===== src/rtl/uart_mem_load_ctrl_if.sv =====
// Bundle of UART packet, CPU data-port, memory and transmitter signals around
// the load controller. The master modport is the controller's view.
interface uart_mem_load_ctrl_if #(
   parameter int ADDR_W = 9,
   parameter int DATA_W = 32
);
   logic              rx_done;
   logic [DATA_W-1:0] rx_data;
   logic [ADDR_W-1:0] rx_addr;
   logic              rx_mem_type;
   logic              rx_rw;

   logic              cpu_stall;
   logic              busy;
   logic              rx_dropped;

   logic              cpu_dmem_we;
   logic              cpu_dmem_re;
   logic [ADDR_W-1:0] cpu_dmem_addr;
   logic [DATA_W-1:0] cpu_dmem_wdata;

   logic              dmem_we;
   logic              dmem_re;
   logic [ADDR_W-1:0] dmem_addr;
   logic [DATA_W-1:0] dmem_wdata;
   logic [DATA_W-1:0] dmem_rdata;

   logic              imem_we;
   logic              imem_re;
   logic [ADDR_W-1:0] imem_addr;
   logic [DATA_W-1:0] imem_wdata;
   logic [DATA_W-1:0] imem_rdata;

   logic              tx_start;
   logic [7:0]        tx_byte;
   logic              tx_busy;

   modport master (
      input  rx_done, rx_data, rx_addr, rx_mem_type, rx_rw,
      input  cpu_dmem_we, cpu_dmem_re, cpu_dmem_addr, cpu_dmem_wdata,
      input  dmem_rdata, imem_rdata, tx_busy,
      output cpu_stall, busy, rx_dropped,
      output dmem_we, dmem_re, dmem_addr, dmem_wdata,
      output imem_we, imem_re, imem_addr, imem_wdata,
      output tx_start, tx_byte
   );

   modport slave (
      output rx_done, rx_data, rx_addr, rx_mem_type, rx_rw,
      output cpu_dmem_we, cpu_dmem_re, cpu_dmem_addr, cpu_dmem_wdata,
      output dmem_rdata, imem_rdata, tx_busy,
      input  cpu_stall, busy, rx_dropped,
      input  dmem_we, dmem_re, dmem_addr, dmem_wdata,
      input  imem_we, imem_re, imem_addr, imem_wdata,
      input  tx_start, tx_byte
   );
endinterface


===== src/rtl/uart_mem_load_ctrl.sv =====
// Host load/readback sequencer: stalls the CPU, borrows the data-memory port,
// then writes a word or reads one and streams it MSB byte first to the UART.
module uart_mem_load_ctrl #(
   parameter int ADDR_W       = 9,
   parameter int DATA_W       = 32,
   parameter int DRAIN_CYCLES = 2,
   parameter int RD_LATENCY   = 1
) (
   input  logic                  clk,
   input  logic                  reset,
   uart_mem_load_ctrl_if.master  bus
);
   typedef enum logic [2:0] {
      IDLE, DRAIN, WRITE, RD_ISSUE, RD_WAIT, TX_LOAD, TX_GAP, TX_WAIT
   } state_t;

   localparam logic [3:0] DRAIN_LAST = 4'(DRAIN_CYCLES - 1);
   localparam logic [3:0] RD_LAST    = 4'(RD_LATENCY - 1);

   state_t            state_reg, state_next;
   logic [DATA_W-1:0] data_reg, data_next;
   logic [ADDR_W-1:0] addr_reg, addr_next;
   logic              mem_type_reg, mem_type_next;
   logic              rw_reg, rw_next;
   logic [DATA_W-1:0] shift_reg, shift_next;
   logic [1:0]        byte_cnt_reg, byte_cnt_next;
   logic [3:0]        wait_cnt_reg, wait_cnt_next;

   logic              busy;
   logic              ctl_we;
   logic              ctl_re;
   logic              tx_start;
   logic [DATA_W-1:0] rd_word;

   always_ff @(posedge clk or posedge reset) begin
      if (reset) begin
         state_reg    <= IDLE;
         data_reg     <= '0;
         addr_reg     <= '0;
         mem_type_reg <= 1'b0;
         rw_reg       <= 1'b0;
         shift_reg    <= '0;
         byte_cnt_reg <= '0;
         wait_cnt_reg <= '0;
      end else begin
         state_reg    <= state_next;
         data_reg     <= data_next;
         addr_reg     <= addr_next;
         mem_type_reg <= mem_type_next;
         rw_reg       <= rw_next;
         shift_reg    <= shift_next;
         byte_cnt_reg <= byte_cnt_next;
         wait_cnt_reg <= wait_cnt_next;
      end
   end

   assign rd_word = mem_type_reg ? bus.dmem_rdata : bus.imem_rdata;

   always_comb begin
      state_next    = state_reg;
      data_next     = data_reg;
      addr_next     = addr_reg;
      mem_type_next = mem_type_reg;
      rw_next       = rw_reg;
      shift_next    = shift_reg;
      byte_cnt_next = byte_cnt_reg;
      wait_cnt_next = wait_cnt_reg;
      ctl_we        = 1'b0;
      ctl_re        = 1'b0;
      tx_start      = 1'b0;

      case (state_reg)
         IDLE: begin
            if (bus.rx_done) begin
               data_next     = bus.rx_data;
               addr_next     = bus.rx_addr;
               mem_type_next = bus.rx_mem_type;
               rw_next       = bus.rx_rw;
               wait_cnt_next = '0;
               state_next    = DRAIN;
            end
         end
         DRAIN: begin
            if (wait_cnt_reg == DRAIN_LAST) begin
               wait_cnt_next = '0;
               state_next    = rw_reg ? WRITE : RD_ISSUE;
            end else begin
               wait_cnt_next = wait_cnt_reg + 4'd1;
            end
         end
         WRITE: begin
            ctl_we     = 1'b1;
            state_next = IDLE;
         end
         RD_ISSUE: begin
            ctl_re        = 1'b1;
            wait_cnt_next = '0;
            state_next    = RD_WAIT;
         end
         RD_WAIT: begin
            // rdata is valid on the RD_LATENCY-th cycle after the read strobe
            if (wait_cnt_reg == RD_LAST) begin
               shift_next    = rd_word;
               byte_cnt_next = '0;
               wait_cnt_next = '0;
               state_next    = TX_LOAD;
            end else begin
               wait_cnt_next = wait_cnt_reg + 4'd1;
            end
         end
         TX_LOAD: begin
            if (!bus.tx_busy) begin
               tx_start   = 1'b1;
               state_next = TX_GAP;
            end
         end
         TX_GAP: begin
            // transmitter raises busy one cycle after tx_start
            state_next = TX_WAIT;
         end
         TX_WAIT: begin
            if (!bus.tx_busy) begin
               shift_next    = {shift_reg[DATA_W-9:0], 8'h00};
               byte_cnt_next = byte_cnt_reg + 2'd1;
               state_next    = (byte_cnt_reg == 2'd3) ? IDLE : TX_LOAD;
            end
         end
         default: state_next = IDLE;
      endcase
   end

   assign busy           = (state_reg != IDLE);
   assign bus.busy       = busy;
   assign bus.cpu_stall  = busy;
   assign bus.rx_dropped = bus.rx_done & busy;

   // CPU owns the data port only while idle; its requests are dropped otherwise
   assign bus.dmem_we    = busy ? (ctl_we & mem_type_reg) : bus.cpu_dmem_we;
   assign bus.dmem_re    = busy ? (ctl_re & mem_type_reg) : bus.cpu_dmem_re;
   assign bus.dmem_addr  = busy ? addr_reg : bus.cpu_dmem_addr;
   assign bus.dmem_wdata = busy ? data_reg : bus.cpu_dmem_wdata;

   assign bus.imem_we    = ctl_we & ~mem_type_reg;
   assign bus.imem_re    = ctl_re & ~mem_type_reg;
   assign bus.imem_addr  = ((ctl_we | ctl_re) & ~mem_type_reg) ? addr_reg : '0;
   assign bus.imem_wdata = (ctl_we & ~mem_type_reg) ? data_reg : '0;

   assign bus.tx_start   = tx_start;
   assign bus.tx_byte    = tx_start ? shift_reg[DATA_W-1 -: 8] : 8'h00;
endmodule

===== src/flat_wrapper.sv =====
// flat-port wrapper written by rule: the top's interface ports become plain ports
module uart_mem_load_ctrl_flat 
#(
   parameter int ADDR_W       = 9,
   parameter int DATA_W       = 32,
   parameter int DRAIN_CYCLES = 2,
   parameter int RD_LATENCY   = 1
)
  (clk, reset, bus_rx_done, bus_rx_data, bus_rx_addr, bus_rx_mem_type, bus_rx_rw, bus_cpu_dmem_we, bus_cpu_dmem_re, bus_cpu_dmem_addr, bus_cpu_dmem_wdata, bus_dmem_rdata, bus_imem_rdata, bus_tx_busy, bus_cpu_stall, bus_busy, bus_rx_dropped, bus_dmem_we, bus_dmem_re, bus_dmem_addr, bus_dmem_wdata, bus_imem_we, bus_imem_re, bus_imem_addr, bus_imem_wdata, bus_tx_start, bus_tx_byte);
  uart_mem_load_ctrl_if #(.ADDR_W(ADDR_W), .DATA_W(DATA_W)) bus_i ();
  input  logic clk;
  input  logic reset;
  input wire logic [$bits(bus_i.rx_done)-1:0] bus_rx_done;
  input wire logic [$bits(bus_i.rx_data)-1:0] bus_rx_data;
  input wire logic [$bits(bus_i.rx_addr)-1:0] bus_rx_addr;
  input wire logic [$bits(bus_i.rx_mem_type)-1:0] bus_rx_mem_type;
  input wire logic [$bits(bus_i.rx_rw)-1:0] bus_rx_rw;
  input wire logic [$bits(bus_i.cpu_dmem_we)-1:0] bus_cpu_dmem_we;
  input wire logic [$bits(bus_i.cpu_dmem_re)-1:0] bus_cpu_dmem_re;
  input wire logic [$bits(bus_i.cpu_dmem_addr)-1:0] bus_cpu_dmem_addr;
  input wire logic [$bits(bus_i.cpu_dmem_wdata)-1:0] bus_cpu_dmem_wdata;
  input wire logic [$bits(bus_i.dmem_rdata)-1:0] bus_dmem_rdata;
  input wire logic [$bits(bus_i.imem_rdata)-1:0] bus_imem_rdata;
  input wire logic [$bits(bus_i.tx_busy)-1:0] bus_tx_busy;
  output wire logic [$bits(bus_i.cpu_stall)-1:0] bus_cpu_stall;
  output wire logic [$bits(bus_i.busy)-1:0] bus_busy;
  output wire logic [$bits(bus_i.rx_dropped)-1:0] bus_rx_dropped;
  output wire logic [$bits(bus_i.dmem_we)-1:0] bus_dmem_we;
  output wire logic [$bits(bus_i.dmem_re)-1:0] bus_dmem_re;
  output wire logic [$bits(bus_i.dmem_addr)-1:0] bus_dmem_addr;
  output wire logic [$bits(bus_i.dmem_wdata)-1:0] bus_dmem_wdata;
  output wire logic [$bits(bus_i.imem_we)-1:0] bus_imem_we;
  output wire logic [$bits(bus_i.imem_re)-1:0] bus_imem_re;
  output wire logic [$bits(bus_i.imem_addr)-1:0] bus_imem_addr;
  output wire logic [$bits(bus_i.imem_wdata)-1:0] bus_imem_wdata;
  output wire logic [$bits(bus_i.tx_start)-1:0] bus_tx_start;
  output wire logic [$bits(bus_i.tx_byte)-1:0] bus_tx_byte;
  assign bus_i.rx_done = bus_rx_done;
  assign bus_i.rx_data = bus_rx_data;
  assign bus_i.rx_addr = bus_rx_addr;
  assign bus_i.rx_mem_type = bus_rx_mem_type;
  assign bus_i.rx_rw = bus_rx_rw;
  assign bus_i.cpu_dmem_we = bus_cpu_dmem_we;
  assign bus_i.cpu_dmem_re = bus_cpu_dmem_re;
  assign bus_i.cpu_dmem_addr = bus_cpu_dmem_addr;
  assign bus_i.cpu_dmem_wdata = bus_cpu_dmem_wdata;
  assign bus_i.dmem_rdata = bus_dmem_rdata;
  assign bus_i.imem_rdata = bus_imem_rdata;
  assign bus_i.tx_busy = bus_tx_busy;
  assign bus_cpu_stall = bus_i.cpu_stall;
  assign bus_busy = bus_i.busy;
  assign bus_rx_dropped = bus_i.rx_dropped;
  assign bus_dmem_we = bus_i.dmem_we;
  assign bus_dmem_re = bus_i.dmem_re;
  assign bus_dmem_addr = bus_i.dmem_addr;
  assign bus_dmem_wdata = bus_i.dmem_wdata;
  assign bus_imem_we = bus_i.imem_we;
  assign bus_imem_re = bus_i.imem_re;
  assign bus_imem_addr = bus_i.imem_addr;
  assign bus_imem_wdata = bus_i.imem_wdata;
  assign bus_tx_start = bus_i.tx_start;
  assign bus_tx_byte = bus_i.tx_byte;
  uart_mem_load_ctrl #(.ADDR_W(ADDR_W), .DATA_W(DATA_W), .DRAIN_CYCLES(DRAIN_CYCLES), .RD_LATENCY(RD_LATENCY)) u_core (.clk(clk), .reset(reset), .bus(bus_i));
endmodule

===== config.mk =====
export PLATFORM = sky130hd
export DESIGN_NAME = uart_mem_load_ctrl_flat
export DESIGN_NICKNAME = d
export VERILOG_FILES = /design/src/rtl/uart_mem_load_ctrl_if.sv /design/src/rtl/uart_mem_load_ctrl.sv /design/src/flat_wrapper.sv
export SDC_FILE = /design/constraint.sdc
export NUM_CORES = 1
export LEC_CHECK = 0
export ABC_AREA = 1
export CAP_MARGIN = 15
export CORE_MARGIN = 10
export CORE_UTILIZATION = 41
export DETAILED_ROUTE_END_ITERATION = 10
export PLACE_DENSITY = 0.82
export SLEW_MARGIN = 20
export SYNTH_ARGS = -nofsm -noshare
export SYNTH_HDL_FRONTEND = slang
export SYNTH_SLANG_ARGS = --single-unit

===== constraint.sdc =====
create_clock -name clk -period 2.7 [get_ports clk]
set_clock_uncertainty 0.1 [all_clocks]
set_input_delay 0.27 -clock clk [delete_from_list [all_inputs] [get_ports clk]]
set_output_delay 0.27 -clock clk [all_outputs]
set_load 0.02 [all_outputs]

Yosys cells after proc, flatten, opt, wreduce, memory -nomap -nowiden --
Cells that the tools add are included.
Word-level totals: flip-flop bits (word level) 84, input port bits 154, output and inout bits 98
Cells by class: multiplexer cells 30, bitwise gates (word level) 8, reductions and logical operators 9, add/subtract/negate cells 2, equality and inequality tests 14
Operator list (number):
- $mux 32 | 5
- $pmux 32 s2 | 1
- $pmux 3 s8 | 1
- $mux 3 | 6
- $mux 9 | 2
- $pmux 4 s4 | 1
- $eq 3x3->1 const B | 4
- $mux 4 | 3
- $mux 8 | 1
- $mux 1 | 7
- $and 1x1->1 | 6
- $eq 3x2->1 const B | 2
- $ne 2x2->1 const B | 3
- $reduce_and 5->1 | 1
- $add 4x1->4 const B | 1
- $eq 4x1->1 const B | 1
- $logic_not 4->1 | 1
- $mux 2 | 2
- $ne 2x1->1 const B | 2
- $pmux 2 s2 | 1
- $reduce_and 2->1 | 2
- $reduce_bool 4->1 | 1
- $eq 3x1->1 const B | 1
- $logic_not 3->1 | 1
- 7 further kinds | 7

Logic depth before layout (Yosys ltp) --
depth in word-level cells 5, depth in mapped cells 10

Worst setup path before layout --
OpenSTA, ideal clock, no wires.
path type flip-flop to output port, from register u_core.state_reg[2], to output bus_dmem_wdata[19], buffers on the path 3, data required time 2330 ps, arrival time 1650 ps, stages on the path, launching flop included 8, setup slack 680 ps, cell sequence dfrtp_1 buf_2 inv_2 nand2_1 inv_2 buf_4 clkbuf_1 o21ai_0
On the way: cells in the longest elaborated chain, start to end 2
Ends and longest elaborated chain:
- start: declaration | RTL line uart_mem_load_ctrl.sv:20 | state_t state_reg, state_next;
- start signal: assignment | RTL line uart_mem_load_ctrl.sv:46 | state_reg <= state_next;
- $reduce_bool 3->1 | RTL line uart_mem_load_ctrl.sv:132 | assign busy = (state_reg != IDLE);
- named net bus_busy | RTL line flat_wrapper.sv:26 | output wire logic [$bits(bus_i.busy)-1:0] bus_busy;
- $mux 32 | RTL line uart_mem_load_ctrl.sv:141 | assign bus.dmem_wdata = busy ? data_reg : bus.cpu_dmem_wdata;
- end: declaration | RTL line flat_wrapper.sv:31 | output wire logic [$bits(bus_i.dmem_wdata)-1:0] bus_dmem_wdata;
The timed path passes the listed nets, and every way through them passes these cells.

Worst setup path in the final report --
from register u_core.state_reg[1], to output bus_imem_addr[8]
On the way: cells in the longest elaborated chain, start to end 5, elaborated cells between the ends (all ways) 7
Ends and longest elaborated chain:
- $eq 3x2->1 | RTL line uart_mem_load_ctrl.sv:72 | case (state_reg)
- $mux 1 | RTL line uart_mem_load_ctrl.sv:72
- $or 1x1->1 * | RTL line uart_mem_load_ctrl.sv:145 | assign bus.imem_addr = ((ctl_we | ctl_re) & ~mem_type_reg) ? addr_reg : '0;
- $and 1x1->1 * | RTL line uart_mem_load_ctrl.sv:145
- $mux 9 * | RTL line uart_mem_load_ctrl.sv:145
- end: declaration | RTL line flat_wrapper.sv:34 | output wire logic [$bits(bus_i.imem_addr)-1:0] bus_imem_addr;
Mark *: on every way between the ends. The rest lies on a longest branch, timed or not.

==> impl_metrics.json <==
{
  "status": "finished clean",
  "p_switching_w": 0.00353,
  "postCtsResizedCells": 46,
  "seq_power_share_pct": 26.2,
  "cts_setup_buffers": 0,
  "hold_class": "input port to asynchronous set/reset pin",
  "p_int_w": 0.00418,
  "clock_path_buffers": 2,
  "final.setup.worst_slack_ns": 0.170,
  "clk_pin_slew_worst_paths_ns": 0.06,
  "timing.final.crit_period_ns": 2.53,
  "grt_max_degree": 85,
  "leakagePower_nw": 4.25,
  "synthAdderAreaFrac_pct": 1.02,
  "r2r_start": "u_core.wait_cnt_reg[0]$_DFFE_PP0P_",
  "synth_mux_area_share_pct": 0,
  "remaining_drc_errors": 0,
  "syn_area_per_cell_um2": 6.74,
  "rsz0062_at_grt": "no",
  "cts_tree": "yes",
  "route.vias.total": 5223,
  "cts.sinks": 84,
  "max_freq_mhz": 395,
  "period_share_pct": 93.7,
  "area_growth_syn_to_layout_pct": 58.7,
  "port_buffers": 251,
  "finalSetupTns_ns": 0,
  "critPathMaxStageDelay_ns": 0.63,
  "netlist_instances": 727,
  "synth_xor_area_share_pct": 0.358,
  "ys_types": 24,
  "numCtsBuffers": 9,
  "power_density_nw_per_um2": 991,
  "syn-cell-area_um2": 4900,
  "worstSetupEndpointType": "output pin",
  "slew_violations": 0,
  "synth_top_family_by_area": "simple AND/OR/NAND/NOR gates",
  "start_kind": "register",
  "reg2reg_depth": 8,
  "grt_usage_pct": 20.4,
  "crit_path_max_fanout": 9,
  "fill_cells": 1017,
  "routed_wl_um": 17200,
  "crit_family": "buffers and inverters",
  "root_buffer": "clkbuf_16",
  "via_per_inst": 4.74,
  "maxCapViolCount": 0,
  "vdd_ir_drop_max_uv": 674,
  "critPathMostFrequentCell": "nor2_4",
  "crit_end": "bus_imem_addr[8]",
  "critical_path_class": "register to output pin",
  "drtIter0Drc": 366,
  "gp_congestion": 0.900,
  "seq_area_frac_synth_pct": 42.9,
  "first_pass_iters": 5,
  "row_count": 39,
  "num-nets-final": 1113,
  "startpoint": "u_core.state_reg[1]$_DFFE_PP0P_",
  "cp_cell_sequence": "inv_2 -> nor2_2 -> nand2_1 -> nor2_4 -> nor2_4 -> nor2_1 -> clkdlybuf4s50_1",
  "cp_num_buf_inv": 2,
  "yosysWarnings": 0,
  "finalSetupViolations": 0,
  "die_y_um": 129,
  "antenna_found_initial": 1,
  "die-area_um2": 16700,
  "clkPwrFrac_pct": 15.4,
  "critPathArrivalTime_ns": 2.16,
  "hold_viol_final": 0,
  "grt_pass1_wl_um": 27100,
  "swShare_pct": 45.8,
  "drive_gt1_share_pct": 4.38,
  "hold_buffers": 0,
  "grt-ovfl-total": 0,
  "die_w_um": 129,
  "path_depth": 7,
  "io-pin-count": 252,
  "synth-compound-area-share_pct": 14.8,
  "reg2reg_slack_ns": 0.70,
  "timing.slew.headroom_pct": 53.7,
  "h-tree-depth": 3,
  "post-place-ws_ns": 0.172,
  "p_comb_share_pct": 58.4,
  "cp.required_ns": 2.33,
  "core_region_area_um2": 11600,
  "worstSkewPairLatency_ns": 0.34,
  "timing.rr.end": "u_core.shift_reg[25]$_DFFE_PP0P_",
  "synth_nets": 885,
  "yosys.area_share.simple_pct": 29.1,
  "dp_hpwl_um": 13300,
  "ys_ff_latch": 84,
  "wl_per_cell_um": 15.6,
  "start_util_pct": 42.4,
  "grt_pass1_vias": 5119,
  "drtAntennaViolNets": 0,
  "tightest_slew_ns": 0.693,
  "critical-path-slowest-cell": "clkdlybuf4s50_1"
}
power by group through the flow:
| stage | Clock, W | Combinational (W) | Sequential (W) |
|---|---|---|---|
| floorplan | 0 | 0.00303 | 0.00195 |
| global placement | 0 | 0.00474 | 0.00201 |
| detailed placement | 0 | 0.00480 | 0.00203 |
| CTS | 0.00121 | 0.00454 | 0.00201 |
| global route | 0.00127 | 0.00504 | 0.00207 |
| finish | 0.00119 | 0.00450 | 0.00202 |
worst min-delay path by stage:
| stage | startpoint | slack (ns) | cells past startpoint | endpoint |
|---|---|---|---|---|
| after floorplan | bus_tx_busy | 0.29 | 2 | u_core.state_reg[1]$_DFFE_PP0P_ |
| after CTS | reset | 0.28 | 3 | u_core.data_reg[13]$_DFFE_PP0P_ |
| after global placement | u_core.byte_cnt_reg[1]$_DFFE_PP0P_ | 0.36 | 2 | u_core.byte_cnt_reg[1]$_DFFE_PP0P_ |
| final | reset | 0.26 | 3 | u_core.data_reg[7]$_DFFE_PP0P_ |
| after detailed placement | u_core.byte_cnt_reg[1]$_DFFE_PP0P_ | 0.37 | 2 | u_core.byte_cnt_reg[1]$_DFFE_PP0P_ |
| after global routing | reset | 0.33 | 3 | u_core.data_reg[7]$_DFFE_PP0P_ |
Yosys cell counts (all sizes together):
master | n | area (µm²)
nand4 | 3 | 18.8
a21oi | 44 | 220
inv | 89 | 334
o21a | 1 | 7.51
dfrtp | 84 | 2100
nor2 | 108 | 429
xor2 | 2 | 17.5
clkinv | 1 | 3.75
or2 | 3 | 18.8
o22ai | 3 | 18.8
o21ai | 96 | 480
nand3 | 16 | 80.1
ha | 4 | 50.1
buf | 28 | 189
clkbuf | 14 | 52.6
nand2 | 231 | 877
metal layers:
layer  global-route usage, %  wire length (µm)  vias up
li1                        -                 -     2690
met1                    22.0              6650     2373
met2                    36.4              8730      146
met3                    8.40              1610       14
met4                    5.02               250        0
met5                       0                 0        -
area by class of cell:
type                            instances  area, µm²  share of cell area [%]
Inverter                               90        342                    4.39
Tap cell                              143        179                    2.30
Clock inverter                          1       5.00                  0.0644
Clock buffer                           14        284                    3.65
Sequential cell                        84       2100                    27.1
Multi-Input combinational cell        511       2230                    28.7
Timing Repair Buffer                  259       2630                    33.8
Antenna cell                            1       2.50                  0.0322
layout by cell type (no fill, tap or decap), drive strengths merged:
cell / Yosys / final
nand3: 16 / 16
dlygate4sd2: 0 / 43
diode: 0 / 1
ha: 4 / 4
o21a: 1 / 1
dfrtp: 84 / 84
nand2: 231 / 231
a21oi: 44 / 44
o21ai: 96 / 96
nand4: 3 / 3
clkinv: 1 / 3
clkdlybuf4s50: 0 / 182
inv: 89 / 88
clkbuf: 14 / 14
nor2: 108 / 108
buf: 28 / 8
or2: 3 / 3
xor2: 2 / 2
o22ai: 3 / 3
dlymetal6s2s: 0 / 26
logic make-up (layout without fill, tap and decap cells):
family / count (synthesis) / after routing
other cells: 0 / 1
simple gates: 361 / 361
buf+inv: 132 / 364
flops: 84 / 84
compound gates: 144 / 144
fa+ha+maj: 4 / 4
xor+xnor: 2 / 2
metrics by stage:
step / util [%] / instances / power (W) / hold slack (ns) / cell area (µm²)
4_1_cts: 66.5 / 1102 / 0.00777 / 0.278 / 7690
6_report: 67.2 / 1103 / 0.00771 / 0.260 / 7770
3_3_place_gp: 64.4 / 1087 / 0.00675 / 0.361 / 7450
3_5_place_dp: 64.4 / 1087 / 0.00684 / 0.371 / 7450
2_1_floorplan: - / 727 / 0.00499 / 0.287 / 4900
5_1_grt: 67.2 / 1103 / 0.00838 / 0.330 / 7770
tightest hold or removal path: cells and delay by family:
kind / cells / cell delay (ns)
buffers and inverters: 3 / 0.85
(Power assumes the default switching activity.)
